### src/rtl/snooper_pkg.sv
`default_nettype none
// ============================================================================
// Module   : snooper_pkg
// Brief    : Shared FSM encoding and sizing helper for the snooper tap.
// Revision : 1.0  initial release
// ============================================================================
`ifndef CLOG2
`define CLOG2(x) ($clog2(x))
`endif

package snooper_pkg;

    localparam int c_STATE_W = 3;

    localparam logic [2:0] c_ST_IDLE  = 3'd0;
    localparam logic [2:0] c_ST_ARMED = 3'd1;
    localparam logic [2:0] c_ST_WRITE = 3'd2;
    localparam logic [2:0] c_ST_DONE  = 3'd3;
    localparam logic [2:0] c_ST_DROP  = 3'd4;

endpackage

`default_nettype wire

### src/rtl/snooper_fsm_if.sv
`default_nettype none
// ============================================================================
// Module   : snooper_fsm_if
// Brief    : Observed AXI-Stream, packet-memory write bus and core handshakes.
// Revision : 1.0  initial release
// ============================================================================
interface snooper_fsm_if #(
    parameter int SN_FWD_DATA_WIDTH = 64,
    parameter int SN_FWD_ADDR_WIDTH = 8,
    parameter int INC_WIDTH         = `CLOG2(SN_FWD_DATA_WIDTH / 8) + 1,
    parameter int DROP_CNT_WIDTH    = 16
);

    logic [SN_FWD_DATA_WIDTH-1:0]   snoop_TDATA;
    logic [SN_FWD_DATA_WIDTH/8-1:0] snoop_TKEEP;
    logic                           snoop_TVALID;
    logic                           snoop_TREADY;
    logic                           snoop_TLAST;

    logic [SN_FWD_ADDR_WIDTH-1:0]   sn_addr;
    logic [SN_FWD_DATA_WIDTH-1:0]   sn_wr_data;
    logic                           sn_wr_en;
    logic [INC_WIDTH-1:0]           sn_byte_inc;
    logic                           sn_done;
    logic                           sn_done_ack;
    logic                           rdy_for_sn;
    logic                           rdy_for_sn_ack;
    logic [DROP_CNT_WIDTH-1:0]      drop_cnt;

    // Snooper side: observes the stream, drives the memory write bus.
    modport master (
        input  snoop_TDATA, snoop_TKEEP, snoop_TVALID, snoop_TREADY, snoop_TLAST,
        input  sn_done_ack, rdy_for_sn,
        output sn_addr, sn_wr_data, sn_wr_en, sn_byte_inc, sn_done,
        output rdy_for_sn_ack, drop_cnt
    );

    modport slave (
        output snoop_TDATA, snoop_TKEEP, snoop_TVALID, snoop_TREADY, snoop_TLAST,
        output sn_done_ack, rdy_for_sn,
        input  sn_addr, sn_wr_data, sn_wr_en, sn_byte_inc, sn_done,
        input  rdy_for_sn_ack, drop_cnt
    );

endinterface

`default_nettype wire

### src/rtl/snooper_fsm_keep_popcount.sv
`default_nettype none
// ============================================================================
// Module   : keep_popcount
// Brief    : Combinational count of set TKEEP bits (valid bytes per beat).
// Revision : 1.0  initial release
// ============================================================================
module keep_popcount #(
    parameter int KEEP_WIDTH = 8,
    parameter int INC_WIDTH  = 4
) (
    input  logic [KEEP_WIDTH-1:0] i_keep,
    output logic [INC_WIDTH-1:0]  o_count
);

    logic [INC_WIDTH-1:0] w_sum;

    always_comb begin
        w_sum = '0;
        for (int i = 0; i < KEEP_WIDTH; i++) begin
            w_sum = w_sum + INC_WIDTH'(i_keep[i]);
        end
    end

    assign o_count = w_sum;

endmodule

`default_nettype wire

### src/rtl/snooper_fsm.sv
`default_nettype none
// ============================================================================
// Module   : snooper_fsm
// Brief    : Passive stream tap writing whole packets into a claimed buffer.
// Revision : 1.0  initial release
// ============================================================================
module snooper_fsm
    import snooper_pkg::*;
#(
    parameter int SN_FWD_DATA_WIDTH = 64,
    parameter int SN_FWD_ADDR_WIDTH = 8,
    parameter int INC_WIDTH         = `CLOG2(SN_FWD_DATA_WIDTH / 8) + 1,
    parameter int DROP_CNT_WIDTH    = 16
) (
    input  logic           clk,
    input  logic           rst,
    snooper_fsm_if.master  bus
);

    localparam int c_KEEP_W = SN_FWD_DATA_WIDTH / 8;
    localparam logic [SN_FWD_ADDR_WIDTH:0] c_WCNT_ONE = {{SN_FWD_ADDR_WIDTH{1'b0}}, 1'b1};
    localparam logic [DROP_CNT_WIDTH-1:0]  c_DROP_ONE = {{(DROP_CNT_WIDTH-1){1'b0}}, 1'b1};

    logic [c_STATE_W-1:0]         r_state;
    logic [c_STATE_W-1:0]         w_next_state;
    logic                         r_sop;
    logic [SN_FWD_ADDR_WIDTH:0]   r_wcnt;
    logic [SN_FWD_ADDR_WIDTH-1:0] r_addr;
    logic [SN_FWD_DATA_WIDTH-1:0] r_wr_data;
    logic                         r_wr_en;
    logic [INC_WIDTH-1:0]         r_byte_inc;
    logic                         r_done;
    logic                         r_claim_ack;
    logic [DROP_CNT_WIDTH-1:0]    r_drop_cnt;

    logic                         w_beat;
    logic                         w_sop_beat;
    logic                         w_write;
    logic [SN_FWD_ADDR_WIDTH-1:0] w_write_addr;
    logic                         w_drop;
    logic                         w_claim;
    logic [INC_WIDTH-1:0]         w_keep_cnt;

    assign w_beat     = bus.snoop_TVALID & bus.snoop_TREADY;
    assign w_sop_beat = w_beat & r_sop;

    keep_popcount #(
        .KEEP_WIDTH (c_KEEP_W),
        .INC_WIDTH  (INC_WIDTH)
    ) u_keep_popcount (
        .i_keep  (bus.snoop_TKEEP),
        .o_count (w_keep_cnt)
    );

    always_comb begin
        w_next_state = r_state;
        w_write      = 1'b0;
        w_write_addr = '0;
        w_drop       = 1'b0;
        w_claim      = 1'b0;
        case (r_state)
            c_ST_IDLE: begin
                // A claim in the same cycle as a packet start still drops that packet.
                if (bus.rdy_for_sn) begin
                    w_claim      = 1'b1;
                    w_next_state = c_ST_ARMED;
                end
                if (w_sop_beat) begin
                    w_drop = 1'b1;
                    if (!bus.rdy_for_sn && !bus.snoop_TLAST) begin
                        w_next_state = c_ST_DROP;
                    end
                end
            end
            c_ST_ARMED: begin
                if (w_sop_beat) begin
                    w_write      = 1'b1;
                    w_next_state = bus.snoop_TLAST ? c_ST_DONE : c_ST_WRITE;
                end
            end
            c_ST_WRITE: begin
                if (w_beat) begin
                    // Top counter bit set means the buffer is full: truncate.
                    w_write      = ~r_wcnt[SN_FWD_ADDR_WIDTH];
                    w_write_addr = r_wcnt[SN_FWD_ADDR_WIDTH-1:0];
                    if (bus.snoop_TLAST) begin
                        w_next_state = c_ST_DONE;
                    end
                end
            end
            c_ST_DONE: begin
                if (w_sop_beat) begin
                    w_drop = 1'b1;
                end
                if (r_done && bus.sn_done_ack) begin
                    w_next_state = c_ST_IDLE;
                end
            end
            c_ST_DROP: begin
                if (w_beat && bus.snoop_TLAST) begin
                    w_next_state = c_ST_IDLE;
                end
            end
            default: w_next_state = c_ST_IDLE;
        endcase
    end

    always_ff @(posedge clk) begin
        if (rst) begin
            r_state     <= c_ST_IDLE;
            r_sop       <= 1'b1;
            r_wcnt      <= '0;
            r_addr      <= '0;
            r_wr_data   <= '0;
            r_wr_en     <= 1'b0;
            r_byte_inc  <= '0;
            r_done      <= 1'b0;
            r_claim_ack <= 1'b0;
            r_drop_cnt  <= '0;
        end else begin
            r_state     <= w_next_state;
            r_claim_ack <= w_claim;
            r_done      <= (r_state == c_ST_DONE) && !(r_done && bus.sn_done_ack);
            r_wr_en     <= w_write;
            r_byte_inc  <= w_write ? w_keep_cnt : '0;
            if (w_beat) begin
                r_sop <= bus.snoop_TLAST;
            end
            if (w_write) begin
                r_addr    <= w_write_addr;
                r_wr_data <= bus.snoop_TDATA;
            end
            if (r_state == c_ST_ARMED && w_sop_beat) begin
                r_wcnt <= c_WCNT_ONE;
            end else if (w_write) begin
                r_wcnt <= r_wcnt + c_WCNT_ONE;
            end
            if (w_drop && (r_drop_cnt != {DROP_CNT_WIDTH{1'b1}})) begin
                r_drop_cnt <= r_drop_cnt + c_DROP_ONE;
            end
        end
    end

    assign bus.sn_addr        = r_addr;
    assign bus.sn_wr_data     = r_wr_data;
    assign bus.sn_wr_en       = r_wr_en;
    assign bus.sn_byte_inc    = r_byte_inc;
    assign bus.sn_done        = r_done;
    assign bus.rdy_for_sn_ack = r_claim_ack;
    assign bus.drop_cnt       = r_drop_cnt;

endmodule

`default_nettype wire
### src/flat_wrapper.sv
// flat-port wrapper written by rule: the top's interface ports become plain ports
module snooper_fsm_flat import snooper_pkg::*;
#(
    parameter int SN_FWD_DATA_WIDTH = 64,
    parameter int SN_FWD_ADDR_WIDTH = 8,
    parameter int INC_WIDTH         = `CLOG2(SN_FWD_DATA_WIDTH / 8) + 1,
    parameter int DROP_CNT_WIDTH    = 16
)
  (clk, rst, bus_snoop_TDATA, bus_snoop_TKEEP, bus_snoop_TVALID, bus_snoop_TREADY, bus_snoop_TLAST, bus_sn_done_ack, bus_rdy_for_sn, bus_sn_addr, bus_sn_wr_data, bus_sn_wr_en, bus_sn_byte_inc, bus_sn_done, bus_rdy_for_sn_ack, bus_drop_cnt);
  snooper_fsm_if #(.SN_FWD_DATA_WIDTH(SN_FWD_DATA_WIDTH), .SN_FWD_ADDR_WIDTH(SN_FWD_ADDR_WIDTH), .INC_WIDTH(INC_WIDTH), .DROP_CNT_WIDTH(DROP_CNT_WIDTH)) bus_i ();
  input  logic clk;
  input  logic rst;
  input wire logic [$bits(bus_i.snoop_TDATA)-1:0] bus_snoop_TDATA;
  input wire logic [$bits(bus_i.snoop_TKEEP)-1:0] bus_snoop_TKEEP;
  input wire logic [$bits(bus_i.snoop_TVALID)-1:0] bus_snoop_TVALID;
  input wire logic [$bits(bus_i.snoop_TREADY)-1:0] bus_snoop_TREADY;
  input wire logic [$bits(bus_i.snoop_TLAST)-1:0] bus_snoop_TLAST;
  input wire logic [$bits(bus_i.sn_done_ack)-1:0] bus_sn_done_ack;
  input wire logic [$bits(bus_i.rdy_for_sn)-1:0] bus_rdy_for_sn;
  output wire logic [$bits(bus_i.sn_addr)-1:0] bus_sn_addr;
  output wire logic [$bits(bus_i.sn_wr_data)-1:0] bus_sn_wr_data;
  output wire logic [$bits(bus_i.sn_wr_en)-1:0] bus_sn_wr_en;
  output wire logic [$bits(bus_i.sn_byte_inc)-1:0] bus_sn_byte_inc;
  output wire logic [$bits(bus_i.sn_done)-1:0] bus_sn_done;
  output wire logic [$bits(bus_i.rdy_for_sn_ack)-1:0] bus_rdy_for_sn_ack;
  output wire logic [$bits(bus_i.drop_cnt)-1:0] bus_drop_cnt;
  assign bus_i.snoop_TDATA = bus_snoop_TDATA;
  assign bus_i.snoop_TKEEP = bus_snoop_TKEEP;
  assign bus_i.snoop_TVALID = bus_snoop_TVALID;
  assign bus_i.snoop_TREADY = bus_snoop_TREADY;
  assign bus_i.snoop_TLAST = bus_snoop_TLAST;
  assign bus_i.sn_done_ack = bus_sn_done_ack;
  assign bus_i.rdy_for_sn = bus_rdy_for_sn;
  assign bus_sn_addr = bus_i.sn_addr;
  assign bus_sn_wr_data = bus_i.sn_wr_data;
  assign bus_sn_wr_en = bus_i.sn_wr_en;
  assign bus_sn_byte_inc = bus_i.sn_byte_inc;
  assign bus_sn_done = bus_i.sn_done;
  assign bus_rdy_for_sn_ack = bus_i.rdy_for_sn_ack;
  assign bus_drop_cnt = bus_i.drop_cnt;
  snooper_fsm #(.SN_FWD_DATA_WIDTH(SN_FWD_DATA_WIDTH), .SN_FWD_ADDR_WIDTH(SN_FWD_ADDR_WIDTH), .INC_WIDTH(INC_WIDTH), .DROP_CNT_WIDTH(DROP_CNT_WIDTH)) u_core (.clk(clk), .rst(rst), .bus(bus_i));
endmodule
### config.mk
export PLATFORM = sky130hd
export DESIGN_NAME = snooper_fsm_flat
export DESIGN_NICKNAME = d
export VERILOG_FILES = /design/src/rtl/snooper_pkg.sv /design/src/rtl/snooper_fsm_if.sv /design/src/rtl/snooper_fsm_keep_popcount.sv /design/src/rtl/snooper_fsm.sv /design/src/flat_wrapper.sv
export SDC_FILE = /design/constraint.sdc
export NUM_CORES = 1
export LEC_CHECK = 0
export CORE_ASPECT_RATIO = 0.6
export CORE_MARGIN = 2
export CORE_UTILIZATION = 39
export CTS_CLUSTER_DIAMETER = 120
export DETAILED_ROUTE_END_ITERATION = 12
export PLACE_DENSITY = 0.77
export RECOVER_POWER = 25
export SYNTH_ARGS = -nofsm -noshare
export SYNTH_HDL_FRONTEND = slang
export SYNTH_SLANG_ARGS = --single-unit
### constraint.sdc
create_clock -name clk -period 2.71 [get_ports clk]
set_input_delay 0.542 -clock clk [delete_from_list [all_inputs] [get_ports clk]]
set_output_delay 0.542 -clock clk [all_outputs]
set_load 0.05 [all_outputs]
Word-level counts from Yosys, hierarchy flattened. Cells that the tools add are included.

$add $sub $neg: 9. Equality and inequality tests: 10. Multiplexer cells: 19. Bitwise logic cells: 5. Reductions and logical operators: 16.

Operator list (number): 3-bit two-way mux (8); 16-bit by 1-bit adder with 16-bit output, second input constant (1); 4-bit by 1-bit adder with 4-bit output (4); 8-bit two-way mux (2); 16-bit != test, second input constant (1); 3-bit one-hot mux with 5 select lines (1); 9-bit by 1-bit adder with 9-bit output, second input constant (1); 2-bit by 1-bit != test with 1-bit output, second input constant (4); 2-bit OR reduction (4); 1-bit two-way mux (7); 3-bit by 2-bit == test with 1-bit output, second input constant (2); 1-bit logical AND (6); 5-bit AND reduction (1); 3-bit by 1-bit adder with 4-bit output (1); 2-bit by 1-bit adder with 3-bit output (1); 3-bit by 1-bit == test with 1-bit output, second input constant (1); 3-bit == test, second input constant (1); 1-bit logical NOT (3); 3-bit logical NOT (1); 1-bit inverter (3); 1-bit by 1-bit adder with 2-bit output (1); 1-bit AND (2); 2-bit != test, second input constant (1); 1-bit one-hot mux with 2 select lines (1); 2-bit nonzero test (1).

Register bits: 108. Input port bits: 79. Output and inout bits: 95. Word-level logic and storage cells: 70.

Logic depth before layout (Yosys ltp). Gate-level depths: netlist of run 1.

Word-level depth: 7. Depth in mapped cells: 10. Depth with buffers taken out: 10.

Hierarchy. From an unflattened synthesis of run 1, not the netlist that was laid out.

Cell total of the unflattened synthesis: 457. Area, all modules: 4455.5 um^2.

Modules (own cells, without submodules): snooper_fsm (times used 1, cells each 433, area an instance 4265.3 um^2, seq. area each 2162.1 um^2); keep_popcount (times used 1, cells each 24, area an instance 190.2 um^2, seq. area each 0.0 um^2).

Worst setup path after synthesis of run 1. No wires, ideal clock.

Kind: in2reg. Start: input port bus_snoop_TKEEP[0]. End: register u_core.r_byte_inc[1], in the netlist u_core.bus.sn_byte_inc[1]. Setup time: 0.078 ns. Arrival time: 2.850 ns. Path slack: -0.218 ns. Stages: 9. Buffers on the path: 0. Path through: fa_1 > inv_1 > fa_1 > fa_1 > inv_1 > ha_1 > inv_1 > fa_1 > nor3_1.

Longest elaborated chain between the ends: 7.

RTL lines: start, declared (line flat_wrapper.sv:14) `input wire logic [$bits(bus_i.snoop_TKEEP)-1:0] bus_snoop_TKEEP;`; 1-bit by 1-bit adder with 2-bit output (line snooper_fsm_keep_popcount.sv:20) `w_sum = w_sum + INC_WIDTH'(i_keep[i]);`; 2-bit by 1-bit adder with 3-bit output (line snooper_fsm_keep_popcount.sv:20); 3-bit by 1-bit adder with 4-bit output (line snooper_fsm_keep_popcount.sv:20); 4-bit by 1-bit adder with 4-bit output (4 in a row) (line snooper_fsm_keep_popcount.sv:20); end signal, assigned (line snooper_fsm.sv:125) `r_byte_inc <= w_write ? w_keep_cnt : '0;`; end, declared (line snooper_fsm.sv:31) `logic [INC_WIDTH-1:0] r_byte_inc;`.

No other way between the ends. A chain may end at the register's enable or synchronous reset.

Worst setup path in the final report of run 1.
Start: input port bus_snoop_TKEEP[1]. End: register u_core.r_byte_inc[2], in the netlist u_core.bus.sn_byte_inc[2].

Same word-level chain as after synthesis.

==> results of run 1 <==
-- sequential cells by signal (all words and copies together), names as in the netlist --
register / flops
u_core.r_wcnt: 9
u_core.bus.sn_wr_data: 64
u_core.bus.drop_cnt: 16
u_core.bus.sn_done: 1
u_core.bus.sn_addr: 8
u_core.r_sop: 1
u_core.bus.sn_wr_en: 1
u_core.r_state: 3
u_core.bus.sn_byte_inc: 4
u_core.bus.rdy_for_sn_ack: 1
-- worst reg2reg max path, cell delays in order, from the launching register on --
cell	delay [ns]
dfxtp_1	0.52
nand4b_1	0.29
nor2_2	0.15
nor2_4	0.52
buf_4	0.31
nand2_1	0.07
a21oi_1	0.14
-- logic make-up (layout without fill, tap and decap cells) --
kind of cell	after synthesis	count (layout)
AOI/OAI and AO/OA	97	97
adders and majority gates	9	9
buffers and inverters	37	212
DFF	108	108
and+or+nand+nor	225	225
xor gates and xnor gates	21	21
muxes	2	2
-- final cells by class --
type | count | area (um2) | area share (%)
Clock buffer | 9 | 225 | 3.48
Clock inverter | 5 | 40.0 | 0.619
Inverter | 10 | 37.5 | 0.581
Multi-Input combinational cell | 354 | 1950 | 30.2
Sequential cell | 108 | 2160 | 33.4
Tap cell | 139 | 174 | 2.69
Timing Repair Buffer | 188 | 1870 | 29.0
-- final timing paths --
path                                                start                        end  slack, ns  depth (start not counted)
worst max-delay path                   bus_snoop_TKEEP[1]  u_core.bus.sn_byte_inc[2]      -0.09                         11
worst min-delay path            u_core.bus.sn_wr_data[32]  u_core.bus.sn_wr_data[32]       0.45                          2
worst max register to register          u_core.r_state[2]  u_core.bus.sn_wr_data[25]       0.65                          6
worst min register to register  u_core.bus.sn_wr_data[32]  u_core.bus.sn_wr_data[32]       0.45                          2
-- power groups by stage --
| stage | registers [W] | clock network, W | logic, W |
|---|---|---|---|
| 3_5_place_dp | 0.00170 | 0 | 0.000550 |
| 2_1_floorplan | 0.00181 | 0 | 0.000181 |
| 6_report | 0.00166 | 0.00119 | 0.000559 |
| 4_1_cts | 0.00166 | 0.00123 | 0.000559 |
| 3_3_place_gp | 0.00169 | 0 | 0.000542 |
| 5_1_grt | 0.00167 | 0.00129 | 0.000602 |
-- stage by stage --
step | worst slack (ns) | TNS (ns) | std cells
global placement | -0.752 | -2.23 | 798
floorplan | -0.196 | -0.362 | 499
global route | -0.164 | -0.291 | 813
detailed placement | -0.756 | -2.32 | 798
CTS | -0.161 | -0.318 | 813
finish | -0.0860 | -0.164 | 813
-- routing by layer --
metal	wire length (um)	share of wire, %	up-vias
li1	-	-	2023
met1	5430	46	1896
met2	5220	45	128
met3	963	8.2	9
met4	61	0.52	0
met5	0	0	-
-- cell usage after synthesis, types with 3 or more instances --
| library cell | count |
|---|---|
| nand2_1 | 144 |
| dfxtp_1 | 108 |
| a21oi_1 | 69 |
| nor2_1 | 30 |
| xor2_1 | 17 |
| buf_2 | 12 |
| clkbuf_1 | 12 |
| inv_1 | 10 |
| a22o_1 | 8 |
| and3_1 | 8 |
| nor3_1 | 7 |
| o2111ai_1 | 7 |
| nand3_1 | 6 |
| ha_1 | 5 |
| nand4_1 | 5 |
| nor4_1 | 5 |
| fa_1 | 4 |
| xnor2_1 | 4 |
| nand2b_1 | 3 |
| o211ai_1 | 3 |
| o21a_1 | 3 |
-- what timing repair did --
| item | CTS | global route |
|---|---|---|
| endpoints found under the setup margin | 4 | 2 |
| pin swaps | 5 | 6 |
| gates resized for setup | 15 | 2 |
| buffers inserted | 1 | 0 |
==> results.ini, run 1 <==
[run_status]
status=finished, violations left
violations=negative setup slack

[synth]
yosysTopAreaCellShare_pct=50.6
synth-simple-area-share_pct=23.7
synthDistinctLibCells=45
yosysSeqAreaShare_pct=50.6
syn_area_um2=4280
synth_top_flop_cell=dfxtp_1
netlist_instances=499
muxShareOfSynthArea_pct=0.468
synth_compound_area_share_pct=13.4
ys_ff_latch=108
synthAdderAreaFrac_pct=3.34
yosys.area.top_type=dfxtp_1
synth_area_leaders=dfxtp_1 51%, nand2_1 13%, a21oi_1 8.1%, xor2_1 3.5%, nor2_1 2.6%
avgSynthCellArea_um2=8.57
postSynthNetCount=587
yosysWarnings=0
async_flop_share_pct=0
synth_edf_count=0
synth_top_family_by_area=simple AND/OR/NAND/NOR gates
synthXorXnorAreaFrac_pct=4.30

[placed_design]
dp_hpwl_um=8450
io_buffer_count=173
place_congestion=0.860
post_dp_cell_area_um2=6190

[timing]
skew_ns=0.00580
fin_ws_ns=-0.0860
max_slew.worst_pin.slew_ns=0.613
slew_headroom_pct=59.0
min_period_ns=2.80
grt_setup_unrepaired=yes
drv_slew=0
hold_violations=0
finalSetupViolCount=2
hold_ws_ns=0.451
fmax_ghz=0.358
post-route-period-util_pct=103

[worst_setup_path]
cp_common_cell=fa_1
max_stage_delay_ns=0.53
timing.critical_path.cells=buf_6 > fa_1 > inv_1 > fa_1 > fa_1 > inv_1 > ha_2 > inv_2 > fa_2 > xor2_1 > nor3_1
critPathMaxFanout=2
crit_path_top_delay_cell=fa_1
cp.required_ns=2.97
crit_family=adder cells
start_kind=input port
cp-end-kind=flop
worst-path-buf-inv=4
worstSetupPathType=in -> reg
worst_ep_arrival_time_ns=3.06

[floorplanning]
die_h_um=85.1
die_area_um2=11800
coreArea_um2=10600
core.rowCount=29
io_pins=174
die_x_um=139
start_util_pct=40.2

[clock_tree]
clk_pin_slew_worst_paths_ns=0.07
clk_latency_ns=0.34
numCtsBuffers=9
cts_hold_buffers=0
clock_sinks=108
h-tree-depth=3
clock_path_buffers=2
cts_root_buffer=clkbuf_16
cts_tree=yes

[power_and_ir_drop]
power.density_nw_per_um2=527
clkPwrFrac_pct=34.9
peakVddDrop_mv=0.353
internal_power_w=0.00250
power_switching_w=0.000912
swShare_pct=26.8
seq_power_share_pct=48.7
leakagePower_nw=2.30
p_total_w=0.00341
pwr-share-comb_pct=16.4

[cells_and_area]
nets=759
drive_gt1_share_pct=6.82
fillers=897
final_common_cell=clkdlybuf4s50_1
fin_util_pct=60.8
num_antenna_cells=0
layout_common_cells=169 x clkdlybuf4s50_1, 144 x nand2_1, 108 x dfxtp_1
final_area_um2=6460
area_growth_pct=51.2

[routing]
viasPerCell=4.99
wirelength_um=11700
postRouteAntennaNets=0
drtIter0Drc=187
dr.pass1.iters=4
vias=4056
drc=0
wl_per_cell_um=14.4

[global_route]
grt_pass1_vias=3815
use_met1_pct=25.8
use_met2_pct=30.5
use_met3_pct=7.56
grt_pass1_wl_um=18800
grt-busiest-layer=met2
grt_start_max_net_pins=50
grt_overflow_total=0
grt.total_usage_pct=19.4
antenna_found_initial=0

[hold_path]
hold_class=reg -> reg

[run]
drv_cap=0

No activity file was read; power rests on OpenSTA's default activity.
==> inputs of run 2 (changes only) <==
--- a/config.mk
+++ b/config.mk
@@ -10,8 +10,9 @@
 export CORE_UTILIZATION = 39
 export CTS_CLUSTER_DIAMETER = 120
 export DETAILED_ROUTE_END_ITERATION = 12
-export PLACE_DENSITY = 0.77
+export PLACE_DENSITY = 0.76
 export RECOVER_POWER = 25
 export SYNTH_ARGS = -nofsm -noshare
 export SYNTH_HDL_FRONTEND = slang
+export SYNTH_HIERARCHICAL = 1
 export SYNTH_SLANG_ARGS = --single-unit
==> run 2 against run 1 <==
Combinational power grew 2%. Synthesized area increased by 4.2%. Wire length is essentially flat. Sequential share of layout area shrank 0.89 points. Largest cell class unchanged. Worst setup slack gained 0.022 ns. Highest routed layer unchanged. Power rose by 3.3%. The run still ends with negative setup slack left.
==> results.ini, run 2 <==
[synth]
yosysSeqAreaShare_pct=48.5  ; was 50.6%
synth_top_flop_cell=dfxtp_1  ; unchanged
postSynthNetCount=545  ; was 587
synthMostInstantiatedCell=dfxtp_1  ; was nand2_1
yosys.area.top_type=dfxtp_1  ; unchanged
synth_area_leaders=dfxtp_1 49%, mux2i_1 16%, nor2_1 7.0%, a21oi_1 1.9%, or4_1 1.9%  ; was dfxtp_1 51%, nand2_1 13%, a21oi_1 8.1%, xor2_1 3.5%, nor2_1 2.6%
netlist_instances=457  ; was 499
async_flop_share_pct=0  ; unchanged
syn_area_um2=4460  ; was 4280 um2
synth_edf_count=0  ; unchanged
synthDistinctLibCells=51  ; was 45
ys_ff_latch=108  ; unchanged
yosysWarnings=6  ; was 0
yosysTopAreaCellShare_pct=48.5  ; was 50.6%
avgSynthCellArea_um2=9.75  ; was 8.57 um2
synth_commonest_cells=108 x dfxtp_1, 83 x nor2_1, 72 x mux2i_1  ; was 144 x nand2_1, 108 x dfxtp_1, 69 x a21oi_1

[global_route]
grt.total_usage_pct=19.2  ; was 19.4%
grt_overflow_total=0  ; unchanged
antenna_found_initial=0  ; unchanged
grt_pass1_wl_um=18900  ; was 18,800 um
grt_pass1_vias=3977  ; was 3,815
grt_start_max_net_pins=70  ; was 50

[run]
drv_cap=0  ; unchanged

[routing]
drc=0  ; unchanged
drtIter0Drc=190  ; was 187
dr.pass1.iters=5  ; was 4
wl_per_cell_um=15.1  ; was 14.4 um
postRouteAntennaNets=0  ; unchanged
wirelength_um=11700  ; about the same
vias=3916  ; was 4,056
viasPerCell=5.07  ; was 4.99

[timing]
grt_setup_unrepaired=yes  ; unchanged
skew_ns=0.0101  ; was 0.00580 ns
post-route-period-util_pct=102  ; was 103%
max_slew.worst_pin.slew_ns=0.969  ; was 0.613 ns
min_period_ns=2.77  ; was 2.80 ns
fin_tns_setup_ns=-0.0635  ; was -0.164 ns
drv_slew=0  ; unchanged
fmax_ghz=0.361  ; was 0.358 GHz
hold_violations=0  ; unchanged
slew_headroom_pct=35.2  ; was 59.0%
fin_ws_ns=-0.0635  ; was -0.0860 ns
finalSetupViolCount=1  ; was 2

[worst_setup_path]
rr_startpoint=u_core/r_state[1]  ; was u_core.r_state[2]
critPathMaxFanout=2  ; unchanged
worst_ep_arrival_time_ns=3.01  ; was 3.06 ns
start_kind=input port  ; unchanged
cp-end-kind=flop  ; unchanged
worstSetupPathType=in -> reg  ; unchanged
critPathLaunch=bus_snoop_TKEEP[3]  ; was bus_snoop_TKEEP[1]
ff2ff_setup_slack_ns=0.33  ; was 0.65 ns
critPathCapture=u_core/bus.sn_byte_inc[1]  ; was u_core.bus.sn_byte_inc[2]
r2r-end=u_core/bus.sn_wr_data[34]  ; was u_core.bus.sn_wr_data[25]
reg2regPathDepth=5  ; was 6
cp.required_ns=2.94  ; was 2.97 ns

[cells_and_area]
fillers=978  ; was 897
layout_common_cells=137 x clkdlybuf4s50_1, 108 x dfxtp_1, 83 x nor2_1  ; was 169 x clkdlybuf4s50_1, 144 x nand2_1, 108 x dfxtp_1
nets=712  ; was 759
num_antenna_cells=0  ; unchanged
multi_input_area_um2=2100  ; was 1950 um2
register_area_um2=2160  ; unchanged
area_growth_pct=49.1  ; was 51.2%
fin_cells=773  ; was 813
largest_reg_flops=64  ; unchanged
fin_util_pct=59.2  ; was 60.8%
final_common_cell=clkdlybuf4s50_1  ; unchanged
drive_gt1_share_pct=7.00  ; was 6.82%

[clock_tree]
cts_root_buffer=clkbuf_16  ; unchanged
clock_path_buffers=2  ; unchanged
clk_latency_ns=0.34  ; about the same
cts_tree=yes  ; unchanged
clock_sinks=108  ; unchanged
h-tree-depth=3  ; unchanged
clk_pin_slew_worst_paths_ns=0.07  ; about the same
numCtsBuffers=9  ; unchanged

[floorplanning]
io_pins=174  ; unchanged
die_h_um=86.8  ; was 85.1 um
coreArea_um2=11200  ; was 10,600 um2
core.rowCount=30  ; was 29
die_area_um2=12300  ; was 11,800 um2
start_util_pct=39.7  ; was 40.2%
die_x_um=142  ; was 139 um

[placed_design]
pre_cts_slack_ns=-0.805  ; was -0.756 ns
dp_hpwl_um=8520  ; was 8450 um
io_buffer_count=173  ; unchanged
place_congestion=0.823  ; was 0.860
place.detailed.instances=757  ; was 798

[power_and_ir_drop]
peakVddDrop_mv=0.295  ; was 0.353 mV
leakagePower_nw=2.45  ; was 2.30 nW
p_total_w=0.00352  ; was 0.00341 W
power.density_nw_per_um2=530  ; was 527 nW/um2

[run_status]
violations=negative setup slack  ; unchanged
status=finished, violations left  ; unchanged

[hold_path]
hold_class=reg -> reg  ; unchanged
hp-start=u_core/r_wcnt[8]  ; was u_core.bus.sn_wr_data[32]

run 2: critical path, cell delays in order:
cell,delay (ns)
buf_6,0.07
inv_2,0.03
fa_1,0.54
fa_1,0.43
fa_1,0.43
inv_1,0.07
ha_2,0.18
inv_2,0.04
fa_2,0.52
inv_2,0.03
and3_1,0.14
run 2: per-stage QoR:
stage	area (um2)	hold slack, ns
5_1_grt	6640	0.502
3_5_place_dp	6350	0.480
6_report	6640	0.491
4_1_cts	6640	0.494
2_1_floorplan	4460	0.448
3_3_place_gp	6350	0.470
run 2: power by group:
group | switching, W | total, W | internal, W
sequential | 0.0000294 | 0.00166 | 0.00163
combinational | 0.000307 | 0.000569 | 0.000261
clock | 0.000591 | 0.00130 | 0.000705
total | 0.000928 | 0.00352 | 0.00259
run 2: per-layer routing:
layer	track usage, %	part of all wire [%]
met2	31.1	45
met5	0	0
met4	7.00	1.4
met1	23.3	45
met3	7.79	8.1
run 2: cell families (layout without fill, tap and decap cells):
logic type | count (synthesis) | in the layout | share of synthesized area [%]
xor+xnor | 5 | 5 | 1.15
fa+ha+maj | 9 | 9 | 3.20
compound gates | 53 | 53 | 7.89
buf+inv | 45 | 217 | 4.61
mux | 72 | 72 | 16.2
flops | 108 | 108 | 48.5
simple gates | 165 | 165 | 18.5
run 2: how the worst min path moves through the flow:
stage / end / slack, ns / cells past startpoint
2_1_floorplan: u_core/r_wcnt[5] / 0.45 / 2
3_3_place_gp: u_core/bus.sn_addr[3] / 0.47 / 2
3_5_place_dp: u_core/r_sop / 0.48 / 2
4_1_cts: u_core/r_sop / 0.49 / 2
5_1_grt: u_core/r_wcnt[8] / 0.50 / 1
6_report: u_core/r_wcnt[8] / 0.49 / 1
run 2: area by class of cell:
type	count	area share [%]
Clock inverter	4	0.452
Multi-Input combinational cell	304	31.7
Timing Repair Buffer	183	27.6
Sequential cell	108	32.6
Clock buffer	12	4.01
Inverter	18	1.02
Tap cell	144	2.71
run 2: timing repair:
item | in CTS | in global routing
pin swaps | 4 | 4
endpoints found under the setup margin | 3 | 2
buffers inserted | 0 | 0
resized for setup | 15 | 3
hold endpoints to repair | 0 | 0
hold buffers | 0 | 0
==> inputs of run 3 (changes only) <==
--- a/config.mk
+++ b/config.mk
@@ -6,7 +6,7 @@
 export NUM_CORES = 1
 export LEC_CHECK = 0
 export CORE_ASPECT_RATIO = 0.6
-export CORE_MARGIN = 2
+export CORE_MARGIN = 5
 export CORE_UTILIZATION = 39
 export CTS_CLUSTER_DIAMETER = 120
 export DETAILED_ROUTE_END_ITERATION = 12
@@ -16,3 +16,4 @@
 export SYNTH_HDL_FRONTEND = slang
 export SYNTH_HIERARCHICAL = 1
 export SYNTH_SLANG_ARGS = --single-unit
+export TNS_END_PERCENT = 20
==> run 3 against run 2 <==
Sequential share of layout area is 0.27 points lower. Register-to-register slack gained 0.24 ns. Utilization up 0.50 points. Worst hold slack worse by 0.0043 ns. The flow still finishes with violations (negative setup slack). Maximum frequency shrank 0.80%. Die area increased by 11%. Clock power about the same. Final area up 0.85%. Power up 2.0%. Wire length up 6.2%. Clock-buffer cell count fell by 2. Clock skew up 0.00093 ns.
==> results.ini, run 3 (synthesis gave the netlist of run 2 again) <==
[timing]
fin_ws_ns=-0.0860  ; was -0.0635 ns
post-route-period-util_pct=103  ; was 102%
grt_setup_unrepaired=yes  ; unchanged
fin_tns_setup_ns=-0.0860  ; was -0.0635 ns
hold_violations=0  ; unchanged
fmax_ghz=0.358  ; was 0.361 GHz
hold_ws_ns=0.487  ; was 0.491 ns
drv_slew=0  ; unchanged
max_slew.worst_pin.slew_ns=1.02  ; was 0.969 ns
skew_ns=0.0111  ; was 0.0101 ns
finalSetupViolCount=1  ; unchanged
slew_headroom_pct=31.8  ; was 35.2%
min_period_ns=2.80  ; was 2.77 ns

[cells_and_area]
drive_gt1_share_pct=7.46  ; was 7.00%
final_common_cell=clkdlybuf4s50_1  ; unchanged
largest_reg_flops=64  ; unchanged
num_antenna_cells=0  ; unchanged
fin_cells=774  ; was 773
area_growth_pct=50.3  ; was 49.1%
nets=713  ; was 712
multi_input_area_um2=2130  ; was 2100 um2
fillers=938  ; was 978
register_area_um2=2160  ; unchanged
layout_common_cells=168 x clkdlybuf4s50_1, 108 x dfxtp_1, 83 x nor2_1  ; was 137 x clkdlybuf4s50_1, 108 x dfxtp_1, 83 x nor2_1

[floorplanning]
core.rowCount=30  ; unchanged
die_area_um2=13700  ; was 12,300 um2
coreArea_um2=11200  ; unchanged
start_util_pct=39.7  ; unchanged
die_h_um=92.8  ; was 86.8 um
io_pins=174  ; unchanged
die_x_um=148  ; was 142 um

[clock_tree]
numCtsBuffers=9  ; unchanged
cts_tree=yes  ; unchanged
clk_latency_ns=0.34  ; about the same
clock_path_buffers=2  ; unchanged
cts_hold_buffers=0  ; unchanged
h-tree-depth=3  ; unchanged
clk_pin_slew_worst_paths_ns=0.08  ; was 0.07 ns
clock_sinks=108  ; unchanged
cts_root_buffer=clkbuf_16  ; unchanged

[worst_setup_path]
start_kind=input port  ; unchanged
worst_ep_arrival_time_ns=3.03  ; was 3.01 ns
cp.required_ns=2.94  ; about the same
ff2ff_setup_slack_ns=0.57  ; was 0.33 ns
cp-end-kind=flop  ; unchanged
timing.critical_path.cells=buf_8 > inv_4 > fa_1 > fa_1 > fa_1 > inv_2 > ha_4 > inv_2 > fa_2 > inv_2 > and3_4  ; was buf_6 > inv_2 > fa_1 > fa_1 > fa_1 > inv_1 > ha_2 > inv_2 > fa_2 > inv_2 > and3_1
worstSetupPathType=in -> reg  ; unchanged
crit_path_top_delay_cell=fa_1  ; unchanged
max_stage_delay_ns=0.55  ; was 0.54 ns
critPathMaxFanout=2  ; unchanged

[run_status]
violations=negative setup slack  ; unchanged
status=finished, violations left  ; unchanged

[routing]
postRouteAntennaNets=0  ; unchanged
vias=3928  ; was 3,916
drc=0  ; unchanged
wirelength_um=12400  ; was 11,700 um
viasPerCell=5.07  ; about the same
dr.pass1.iters=4  ; was 5
wl_per_cell_um=16.0  ; was 15.1 um
drtIter0Drc=179  ; was 190

[power_and_ir_drop]
power.density_nw_per_um2=536  ; was 530 nW/um2
p_total_w=0.00359  ; was 0.00352 W
peakVddDrop_mv=0.319  ; was 0.295 mV
leakagePower_nw=2.36  ; was 2.45 nW

[global_route]
grt_start_max_net_pins=76  ; was 70
grt_pass1_wl_um=20500  ; was 18,900 um
grt_pass1_vias=4072  ; was 3,977
grt.total_usage_pct=18.1  ; was 19.2%
grt_overflow_total=0  ; unchanged
antenna_found_initial=0  ; unchanged

[placed_design]
place_congestion=0.798  ; was 0.823
io_buffer_count=173  ; unchanged
dp_hpwl_um=9150  ; was 8520 um
place.detailed.instances=756  ; was 757
pre_cts_slack_ns=-0.827  ; was -0.805 ns

[run]
drv_cap=0  ; unchanged

[hold_path]
hold_class=reg -> reg  ; unchanged

## run 3: cell types whose count changed in the layout (fill, tap and decap cells not counted), moves of 2 or more
cell,before,now
buf_2,2,0
clkbuf_1,1,3
dlygate4sd3_1,32,1
clkbuf_8,3,0
clkdlybuf4s50_1,137,168
## run 3: repair_timing
item                       4_1_cts  5_1_grt
pin swaps                        4        4
buffers inserted                 1        1
setup endpoints to repair        4        3
resized for setup               19        7
## run 3: layout make-up
cell class	instances	share of cell area (%)
clock inverter	6	1.06
inverter	18	1.05
multi-input combinational	304	31.7
clock buffer	10	3.42
timing repair buffer	184	27.8
sequential	108	32.3
tap	144	2.69
## run 3: path summary, 6_finish.rpt
check,from,to,cells after the start
worst max-delay path,bus_snoop_TKEEP[3],u_core/bus.sn_byte_inc[1],11
worst min-delay path,u_core/r_wcnt[5],u_core/r_wcnt[5],2
worst max register to register,u_core/r_state[0],u_core/bus.drop_cnt[9],4
worst min register to register,u_core/r_wcnt[5],u_core/r_wcnt[5],2
## run 3: per-layer routing
| metal | up-vias | global-route usage (%) | wire, um |
|---|---|---|---|
| met5 | - | 0 | 0 |
| met4 | 0 | 4.69 | 169 |
| met3 | 14 | 7.78 | 1000 |
| met2 | 114 | 29.4 | 5800 |
| met1 | 1870 | 22.2 | 5430 |
| li1 | 1930 | - | - |
## run 3: metrics by stage
stage          instance area (um2)  util [%]
2_1_floorplan                 4460         -
3_3_place_gp                  6370      56.7
3_5_place_dp                  6370      56.7
4_1_cts                       6690      59.6
5_1_grt                       6700      59.7
6_report                      6700      59.7
## run 3: report_power, final
group / total, W / switching, W / internal [W] / leakage [nW]
registers: 0.00166 / 0.0000308 / 0.00163 / 0.873
logic: 0.000607 / 0.000323 / 0.000284 / 1.34
clock network: 0.00133 / 0.000599 / 0.000728 / 0.145
## run 3: worst max-delay path: cells and delay by family
family / cells / cell delay (ns)
adder cells (fa/ha/maj): 5 / 2.09
buffers and inverters: 5 / 0.26
AND/OR/NAND/NOR: 1 / 0.15
